<file path="src/rtl/uart_loopback_bist_if.sv">
// uart_loopback_bist_if: run-control and serial-line bundle for the UART loopback BIST.
//   START       - one-cycle run request (master -> slave)
//   RsRx        - serial receive line, asynchronous to the clock (master -> slave)
//   RsTx        - serial transmit line, idles high (slave -> master)
//   BUSY/DONE   - run in progress / run finished (slave -> master)
//   PASS        - run finished with no errored frames, valid while DONE (slave -> master)
//   ERR_COUNT   - errored frames in the current or last run (slave -> master)
//   FRAME_COUNT - frames resolved in the current run (slave -> master)
interface uart_loopback_bist_if;
  logic        START;
  logic        RsRx;
  logic        RsTx;
  logic        BUSY;
  logic        DONE;
  logic        PASS;
  logic [15:0] ERR_COUNT;
  logic [15:0] FRAME_COUNT;

  modport master (
    output START, RsRx,
    input  RsTx, BUSY, DONE, PASS, ERR_COUNT, FRAME_COUNT
  );

  modport slave (
    input  START, RsRx,
    output RsTx, BUSY, DONE, PASS, ERR_COUNT, FRAME_COUNT
  );
endinterface

</file>
<file path="src/rtl/uart_loopback_bist.sv">
// uart_loopback_bist: sends NUM_FRAMES UART frames with an incrementing payload
// (starting at SEED), waits for each to come back on RsRx, and counts frames whose
// echo is wrong (data, parity or stop bit) or never arrives.
//   CLK   - single clock, rising edge
//   RESET - synchronous, active-high
//   bus   - slave side of uart_loopback_bist_if (START, RsRx in; RsTx, BUSY, DONE,
//           PASS, ERR_COUNT, FRAME_COUNT out)
module uart_loopback_bist #(
  parameter int DATA_BITS    = 8,
  parameter int CLKS_PER_BIT = 16,
  parameter int PARITY       = 0,
  parameter int STOP_BITS    = 1,
  parameter int NUM_FRAMES   = 16,
  parameter int SEED         = 8'hA5,
  parameter int TIMEOUT_CLKS = 4*CLKS_PER_BIT
) (
  input logic CLK,
  input logic RESET,
  uart_loopback_bist_if.slave bus
);

  localparam logic [2:0] IDLE       = 3'd0;
  localparam logic [2:0] START_BIT  = 3'd1;
  localparam logic [2:0] DATA       = 3'd2;
  localparam logic [2:0] PARITY_BIT = 3'd3;
  localparam logic [2:0] STOP       = 3'd4;
  localparam logic [2:0] WAIT_RX    = 3'd5;

  localparam logic [1:0] RX_IDLE  = 2'd0;
  localparam logic [1:0] RX_START = 2'd1;
  localparam logic [1:0] RX_BITS  = 2'd2;

  // Bits after the start bit: data, optional parity, stop bits.
  localparam int RX_W = DATA_BITS + ((PARITY != 0) ? 1 : 0) + STOP_BITS;

  localparam logic [15:0]          BIT_LAST  = 16'(CLKS_PER_BIT - 1);
  localparam logic [15:0]          HALF_LAST = 16'(CLKS_PER_BIT/2 - 1);
  localparam logic [3:0]           DATA_LAST = 4'(DATA_BITS - 1);
  localparam logic [3:0]           STOP_LAST = 4'(STOP_BITS - 1);
  localparam logic [3:0]           RX_LAST   = 4'(RX_W - 1);
  localparam logic [31:0]          TO_LAST   = 32'(TIMEOUT_CLKS - 1);
  localparam logic [15:0]          NF        = 16'(NUM_FRAMES);
  localparam logic [DATA_BITS-1:0] SEED_D    = DATA_BITS'(SEED);
  localparam logic [DATA_BITS-1:0] ONE_D     = DATA_BITS'(1);

  // TX side / run control
  logic [2:0]           txState;
  logic [15:0]          txCnt;
  logic [3:0]           txIdx;
  logic [DATA_BITS-1:0] txShift;
  logic [DATA_BITS-1:0] payload;
  logic                 txLine;
  logic                 busy, done, pass;
  logic [15:0]          errCount, frameCount;
  logic [31:0]          waitCnt;

  // RX side
  logic                 sync1, sync2, syncPrev;
  logic [1:0]           rxState;
  logic [15:0]          rxCnt;
  logic [3:0]           rxIdx;
  logic [RX_W-2:0]      rxShift;
  logic                 rxStale, rxPending, rxPendErr;

  logic                 startAcc, rxBusy, rxStartEv, rxLastSample;
  logic                 resolve, resolveErr, lastFrame, frameStart;
  logic                 parityBit, rxParErr, rxFrameErr;
  logic [RX_W-1:0]      rxVec;
  logic [DATA_BITS-1:0] rxData;
  logic [STOP_BITS-1:0] rxStops;

  assign startAcc     = bus.START && !busy;
  assign rxBusy       = rxState != RX_IDLE;
  assign rxStartEv    = (rxState == RX_IDLE) && syncPrev && !sync2;
  assign rxLastSample = (rxState == RX_BITS) && (rxCnt == BIT_LAST) && (rxIdx == RX_LAST);

  // Received bits arrive LSB first and shift in from the top; rxVec is the frame
  // including the bit being sampled this cycle.
  assign rxVec   = {sync2, rxShift};
  assign rxData  = rxVec[DATA_BITS-1:0];
  assign rxStops = rxVec[RX_W-1 -: STOP_BITS];

  assign parityBit = (PARITY == 2) ? ~^payload : ^payload;

  always_comb begin
    rxParErr = 1'b0;
    if (PARITY == 1)      rxParErr = ^rxVec[DATA_BITS:0];
    else if (PARITY == 2) rxParErr = ~^rxVec[DATA_BITS:0];
  end

  assign rxFrameErr = (rxData != payload) || rxParErr || !(&rxStops);

  // A frame resolves on a pending echo, or as a timeout once the wait has expired
  // with no reception in progress.
  assign resolve    = (txState == WAIT_RX) && (rxPending || (!rxBusy && waitCnt >= TO_LAST));
  assign resolveErr = rxPending ? rxPendErr : 1'b1;
  assign lastFrame  = (frameCount + 16'd1) == NF;
  assign frameStart = ((txState == IDLE) && startAcc) || (resolve && !lastFrame);

  always_ff @(posedge CLK) begin
    if (RESET) begin
      txState    <= IDLE;
      txCnt      <= '0;
      txIdx      <= '0;
      txShift    <= '0;
      payload    <= SEED_D;
      txLine     <= 1'b1;
      busy       <= 1'b0;
      done       <= 1'b0;
      pass       <= 1'b0;
      errCount   <= '0;
      frameCount <= '0;
      waitCnt    <= '0;
    end else begin
      case (txState)
        IDLE: if (startAcc) begin
          busy       <= 1'b1;
          done       <= 1'b0;
          pass       <= 1'b0;
          errCount   <= '0;
          frameCount <= '0;
          payload    <= SEED_D;
          txLine     <= 1'b0;
          txCnt      <= '0;
          txState    <= START_BIT;
        end
        START_BIT: if (txCnt == BIT_LAST) begin
          txCnt   <= '0;
          txLine  <= payload[0];
          txShift <= payload >> 1;
          txIdx   <= '0;
          txState <= DATA;
        end else txCnt <= txCnt + 16'd1;
        DATA: if (txCnt == BIT_LAST) begin
          txCnt <= '0;
          if (txIdx == DATA_LAST) begin
            txIdx <= '0;
            if (PARITY != 0) begin
              txLine  <= parityBit;
              txState <= PARITY_BIT;
            end else begin
              txLine  <= 1'b1;
              txState <= STOP;
            end
          end else begin
            txLine  <= txShift[0];
            txShift <= txShift >> 1;
            txIdx   <= txIdx + 4'd1;
          end
        end else txCnt <= txCnt + 16'd1;
        PARITY_BIT: if (txCnt == BIT_LAST) begin
          txCnt   <= '0;
          txLine  <= 1'b1;
          txState <= STOP;
        end else txCnt <= txCnt + 16'd1;
        STOP: if (txCnt == BIT_LAST) begin
          txCnt <= '0;
          if (txIdx == STOP_LAST) begin
            waitCnt <= '0;
            txState <= WAIT_RX;
          end else txIdx <= txIdx + 4'd1;
        end else txCnt <= txCnt + 16'd1;
        WAIT_RX: if (resolve) begin
          frameCount <= frameCount + 16'd1;
          if (resolveErr && errCount != 16'hFFFF) errCount <= errCount + 16'd1;
          payload <= payload + ONE_D;
          if (lastFrame) begin
            busy    <= 1'b0;
            done    <= 1'b1;
            pass    <= (errCount == 16'd0) && !resolveErr;
            txState <= IDLE;
          end else begin
            txLine  <= 1'b0;
            txCnt   <= '0;
            txState <= START_BIT;
          end
        end else if (waitCnt < TO_LAST) waitCnt <= waitCnt + 32'd1;
        default: txState <= IDLE;
      endcase
    end
  end

  always_ff @(posedge CLK) begin
    if (RESET) begin
      sync1     <= 1'b1;
      sync2     <= 1'b1;
      syncPrev  <= 1'b1;
      rxState   <= RX_IDLE;
      rxCnt     <= '0;
      rxIdx     <= '0;
      rxShift   <= '0;
      rxStale   <= 1'b0;
      rxPending <= 1'b0;
      rxPendErr <= 1'b0;
    end else begin
      sync1    <= bus.RsRx;
      sync2    <= sync1;
      syncPrev <= sync2;

      case (rxState)
        RX_IDLE: if (rxStartEv) begin
          rxCnt   <= '0;
          rxState <= RX_START;
        end
        RX_START: if (rxCnt == HALF_LAST) begin
          rxCnt   <= '0;
          rxIdx   <= '0;
          // High at mid start bit: a glitch, drop it silently.
          rxState <= sync2 ? RX_IDLE : RX_BITS;
        end else rxCnt <= rxCnt + 16'd1;
        RX_BITS: if (rxCnt == BIT_LAST) begin
          rxCnt   <= '0;
          rxShift <= rxVec[RX_W-1:1];
          if (rxIdx == RX_LAST) rxState <= RX_IDLE;
          else                  rxIdx   <= rxIdx + 4'd1;
        end else rxCnt <= rxCnt + 16'd1;
        default: rxState <= RX_IDLE;
      endcase

      // A reception already under way when a new frame goes out belongs to an
      // earlier (timed-out or pre-run) frame and must not be credited.
      if (rxStartEv)                rxStale <= frameStart;
      else if (frameStart && rxBusy) rxStale <= 1'b1;

      if (frameStart || resolve) rxPending <= 1'b0;
      else if (rxLastSample && !rxStale && busy) begin
        rxPending <= 1'b1;
        rxPendErr <= rxFrameErr;
      end
    end
  end

  assign bus.RsTx        = txLine;
  assign bus.BUSY        = busy;
  assign bus.DONE        = done;
  assign bus.PASS        = pass;
  assign bus.ERR_COUNT   = errCount;
  assign bus.FRAME_COUNT = frameCount;

endmodule

</file>
<file path="src/flat_wrapper.sv">
// flat-port wrapper written by rule: the top's interface ports become plain ports
module uart_loopback_bist_flat 
#(
  parameter int DATA_BITS    = 8,
  parameter int CLKS_PER_BIT = 16,
  parameter int PARITY       = 0,
  parameter int STOP_BITS    = 1,
  parameter int NUM_FRAMES   = 16,
  parameter int SEED         = 8'hA5,
  parameter int TIMEOUT_CLKS = 4*CLKS_PER_BIT
)
  (CLK, RESET, bus_START, bus_RsRx, bus_RsTx, bus_BUSY, bus_DONE, bus_PASS, bus_ERR_COUNT, bus_FRAME_COUNT);
  uart_loopback_bist_if bus_i ();
  input logic CLK;
  input logic RESET;
  input wire logic [$bits(bus_i.START)-1:0] bus_START;
  input wire logic [$bits(bus_i.RsRx)-1:0] bus_RsRx;
  output wire logic [$bits(bus_i.RsTx)-1:0] bus_RsTx;
  output wire logic [$bits(bus_i.BUSY)-1:0] bus_BUSY;
  output wire logic [$bits(bus_i.DONE)-1:0] bus_DONE;
  output wire logic [$bits(bus_i.PASS)-1:0] bus_PASS;
  output wire logic [$bits(bus_i.ERR_COUNT)-1:0] bus_ERR_COUNT;
  output wire logic [$bits(bus_i.FRAME_COUNT)-1:0] bus_FRAME_COUNT;
  assign bus_i.START = bus_START;
  assign bus_i.RsRx = bus_RsRx;
  assign bus_RsTx = bus_i.RsTx;
  assign bus_BUSY = bus_i.BUSY;
  assign bus_DONE = bus_i.DONE;
  assign bus_PASS = bus_i.PASS;
  assign bus_ERR_COUNT = bus_i.ERR_COUNT;
  assign bus_FRAME_COUNT = bus_i.FRAME_COUNT;
  uart_loopback_bist #(.DATA_BITS(DATA_BITS), .CLKS_PER_BIT(CLKS_PER_BIT), .PARITY(PARITY), .STOP_BITS(STOP_BITS), .NUM_FRAMES(NUM_FRAMES), .SEED(SEED), .TIMEOUT_CLKS(TIMEOUT_CLKS)) u_core (.CLK(CLK), .RESET(RESET), .bus(bus_i));
endmodule
</file>
<file path="config.mk">
export PLATFORM = sky130hd
export DESIGN_NAME = uart_loopback_bist_flat
export DESIGN_NICKNAME = d
export VERILOG_FILES = /design/src/rtl/uart_loopback_bist_if.sv /design/src/rtl/uart_loopback_bist.sv /design/src/flat_wrapper.sv
export SDC_FILE = /design/constraint.sdc
export NUM_CORES = 1
export LEC_CHECK = 0
export CAP_MARGIN = 20
export CORE_MARGIN = 2
export CORE_UTILIZATION = 54
export DETAILED_ROUTE_END_ITERATION = 16
export PLACE_DENSITY = 0.88
export SYNTH_ARGS = -nofsm -noshare
export SYNTH_HDL_FRONTEND = slang
export SYNTH_SLANG_ARGS = --single-unit
</file>
<file path="constraint.sdc">
create_clock -name CLK -period 2.2 [get_ports CLK]
set_input_delay 0.33 -clock CLK [delete_from_list [all_inputs] [get_ports CLK]]
set_output_delay 0.33 -clock CLK [all_outputs]
set_load 0.01 [all_outputs]
</file>
==> metrics <==
status finished, violations left; failing checks negative setup slack; FP Rows 41; DR pass1 iterations 7; worst vdd ir 0.7614 mV; # diodes 0; hold crit path type primary input to flip-flop; Iter 0 DRT Violations 641; Max Clock Skew 8.407 ps; WL per Instance 16.61 um; final setup margin -82.02 ps; gpl congestion 0.9027; initial antenna violation count 0; Worst Tran Pin Value 522.4 ps; H-tree depth 4; number of synthesized flops with an enable pin 0; DRC violations left 0; fin cells 1,127; grt total ovfl 0; Final ANT Viol Nets 0; Post-DP Area 0.008219 mm2; NumNets Final 961; Starting Density 55.38%; Max Cap Viol 0; Syn Nets 851; largest net degree at the start of global routing 26; dpl cells 1,093; DIE WIDTH 118.0 um; FF+latch count, synth 142; area of the mapped netlist 0.007017 mm2; maximum root-to-sink buffer count 2; vias in the first global route 6,381; Max FO, Critical Path 6; most frequent cells in the layout dfxtp_1 (126), nor2_1 (115), buf_4 (87); type of the worst setup path flip-flop to flip-flop; minimum clock period 2282 ps; All-Layer GR Usage 25.85%; RSZ-0062 raised after global routing true; clk slew on worst S/H paths 60 ps; Critical Path Sink Type flip-flop; Syn Area/Cell 8.423 um2; CP arrival 2640 ps; sequential cell area fraction in the yosys report 40.51%; CORE AREA 0.01267 mm2; CP startpoint kind flip-flop; Worst-Skew Late Latency 430 ps; Lkg Pwr 3.467 nW; total clock buffers created by CTS 17; DP HPWL 11,770 um; clock tree from TritonCTS built; clock sinks 142; pwr dens 783.4 mW/mm2; Worst R2R Path Depth 7; Post-CTS Hold Buffers 0; Die H 118.0 um; final std cell area, no fill 0.009111 mm2; hold path cells 2; Clock Tree Root clkbuf_16; Final Cycle Share 103.7%; Hold Violations, Final 0; layout filler cell count 847; share of layout cells above drive strength 1 21.36%; area grow syn2layout 29.85%; Vias 6,783; Vias/cell 6.019; Slew headroom 64.80%; hold_ws 356.3 ps; IO Pins 40; drt total wl 18,720 um; most common cell after layout, fill and taps aside dfxtp_1; DIE AREA 0.01392 mm2; Final Slew Violations 0; pre-CTS setup slack -63.66 ps; Ys Warns 0; Async S/R FF share, synth 0%; CP Data Required Time 2560 ps; Buffers on Ports 39; Fmax achieved 438.2 MHz; Post-Syn Instances 833; Setup violations, final 13; post-synth cell types 66; first-pass GRT wire length 29,610 um; most used flip-flop cell after synthesis dfxtp_1
Yosys cell counts (all sizes together), types with 2 or more instances:
master  instances  share of area (%)
a41oi           6               0.75
o21ai          30                2.1
mux2i          18                2.6
nor4b           2               0.34
nand3          40                2.9
a31oi          15                1.6
ha             14                2.5
xnor2          15                1.9
or2             6               0.54
o31ai           3               0.32
o32ai           5               0.62
nor4           22                2.4
nor3b           5               0.54
nand2          47                2.5
nor2b           7               0.62
nand3b          7               0.75
a311oi          7               0.96
a31o            3               0.37
o22ai           2               0.18
xor2           35                4.4
clkbuf         30                1.6
inv            18               0.96
a211oi         16                2.0
and3           35                3.1
a22oi           2               0.21
a21oi          58                4.2
and2           20                1.8
o211a           2               0.29
nand4          21                2.1
nand2b         13                1.2
dfxtp         142                 41
a21o            3               0.32
and4            9                1.1
buf             9               0.70
or3            10               0.89
mux2            3               0.53
nor3           23                1.8
nor2          116                6.2
o21a            3               0.32
report_power, final:
part / leakage, nW / total, mW / internal [mW] / switching (mW)
clock: 0.300 / 2.95 / 1.85 / 1.10
combinational: 2.01 / 1.50 / 0.579 / 0.922
sequential: 1.15 / 2.69 / 2.62 / 0.0627
total: 3.47 / 7.14 / 5.05 / 2.08
metal layers:
layer	up-vias	global-route usage (%)	wire length [um]
met1	3242	30.92	8052
met4	0	10.17	447
li1	3239	-	-
met2	238	44.26	9201
met5	-	0	0
met3	64	6.686	1022
timing repair:
item                                    in CTS  in global routing
setup buffers                                1                  2
gates resized for setup                      8                 44
pin swaps                                    1                 16
cloned                                       0                  0
endpoints found under the setup margin      19                 99
logic make-up (layout without fill, tap and decap cells):
group	count (synthesis)	after routing	share of synthesized area, %
flops	142	142	40.51
compound gates	164	164	15.35
mux	21	21	3.103
buf+inv	57	179	3.263
fa+ha+maj	14	14	2.496
xor+xnor	50	50	6.241
simple gates	385	385	29.03
per-stage QoR:
step / util, % / total power [mW] / TNS [ps]
finish: 71.91 / 7.138 / -308.7
floorplan: - / 3.616 / -25.17
detailed placement: 64.87 / 4.090 / -246.2
global placement: 64.87 / 4.052 / -43.30
global route: 71.91 / 7.372 / -1462
CTS: 70.12 / 7.044 / -24.87
registers in the layout, indices dropped and copies added (netlist names), 2 cells and up:
register                cells
u_core.waitCnt             32
u_core.bus.ERR_COUNT       16
u_core.bus.FRAME_COUNT     16
u_core.rxCnt               16
u_core.txCnt               16
u_core.payload              8
u_core.rxData               8
u_core.txShift              7
u_core.rxIdx                4
u_core.txIdx                4
u_core.txState              3
u_core.rxState              2
cell type report:
class	instances	area [um2]	share of cell area, %
inverters	18	67.56	0.7416
multi-input cells	634	4233	46.46
flip-flops and latches	142	2873	31.53
well taps	172	215.2	2.362
clock inverters	8	103.9	1.140
repair buffers	130	1110	12.18
clock buffers	23	509.2	5.589
worst paths after layout:
path | start | to | slack, ps
worst max-delay path | u_core.bus.FRAME_COUNT[1]$_SDFFE_PP0P_ | u_core.bus.RsTx$_SDFFE_PP1P_ | -80
worst min-delay path | RESET | u_core.txIdx[1]$_SDFFE_PP0P_ | 360
worst max register to register | u_core.bus.FRAME_COUNT[1]$_SDFFE_PP0P_ | u_core.bus.RsTx$_SDFFE_PP1P_ | -80
worst min register to register | u_core.sync1$_SDFF_PP1_ | u_core.rxStops$_SDFF_PP1_ | 410
worst max-delay path, stage by stage, from the launching register on:
cell     delay [ps]
dfxtp_4         370
nand4_4         110
nor4_4          300
mux2_4          330
mux2_4          290
or3_4           460
a21oi_4         150
mux2i_1         200
Power figures use the tool's default switching activity.
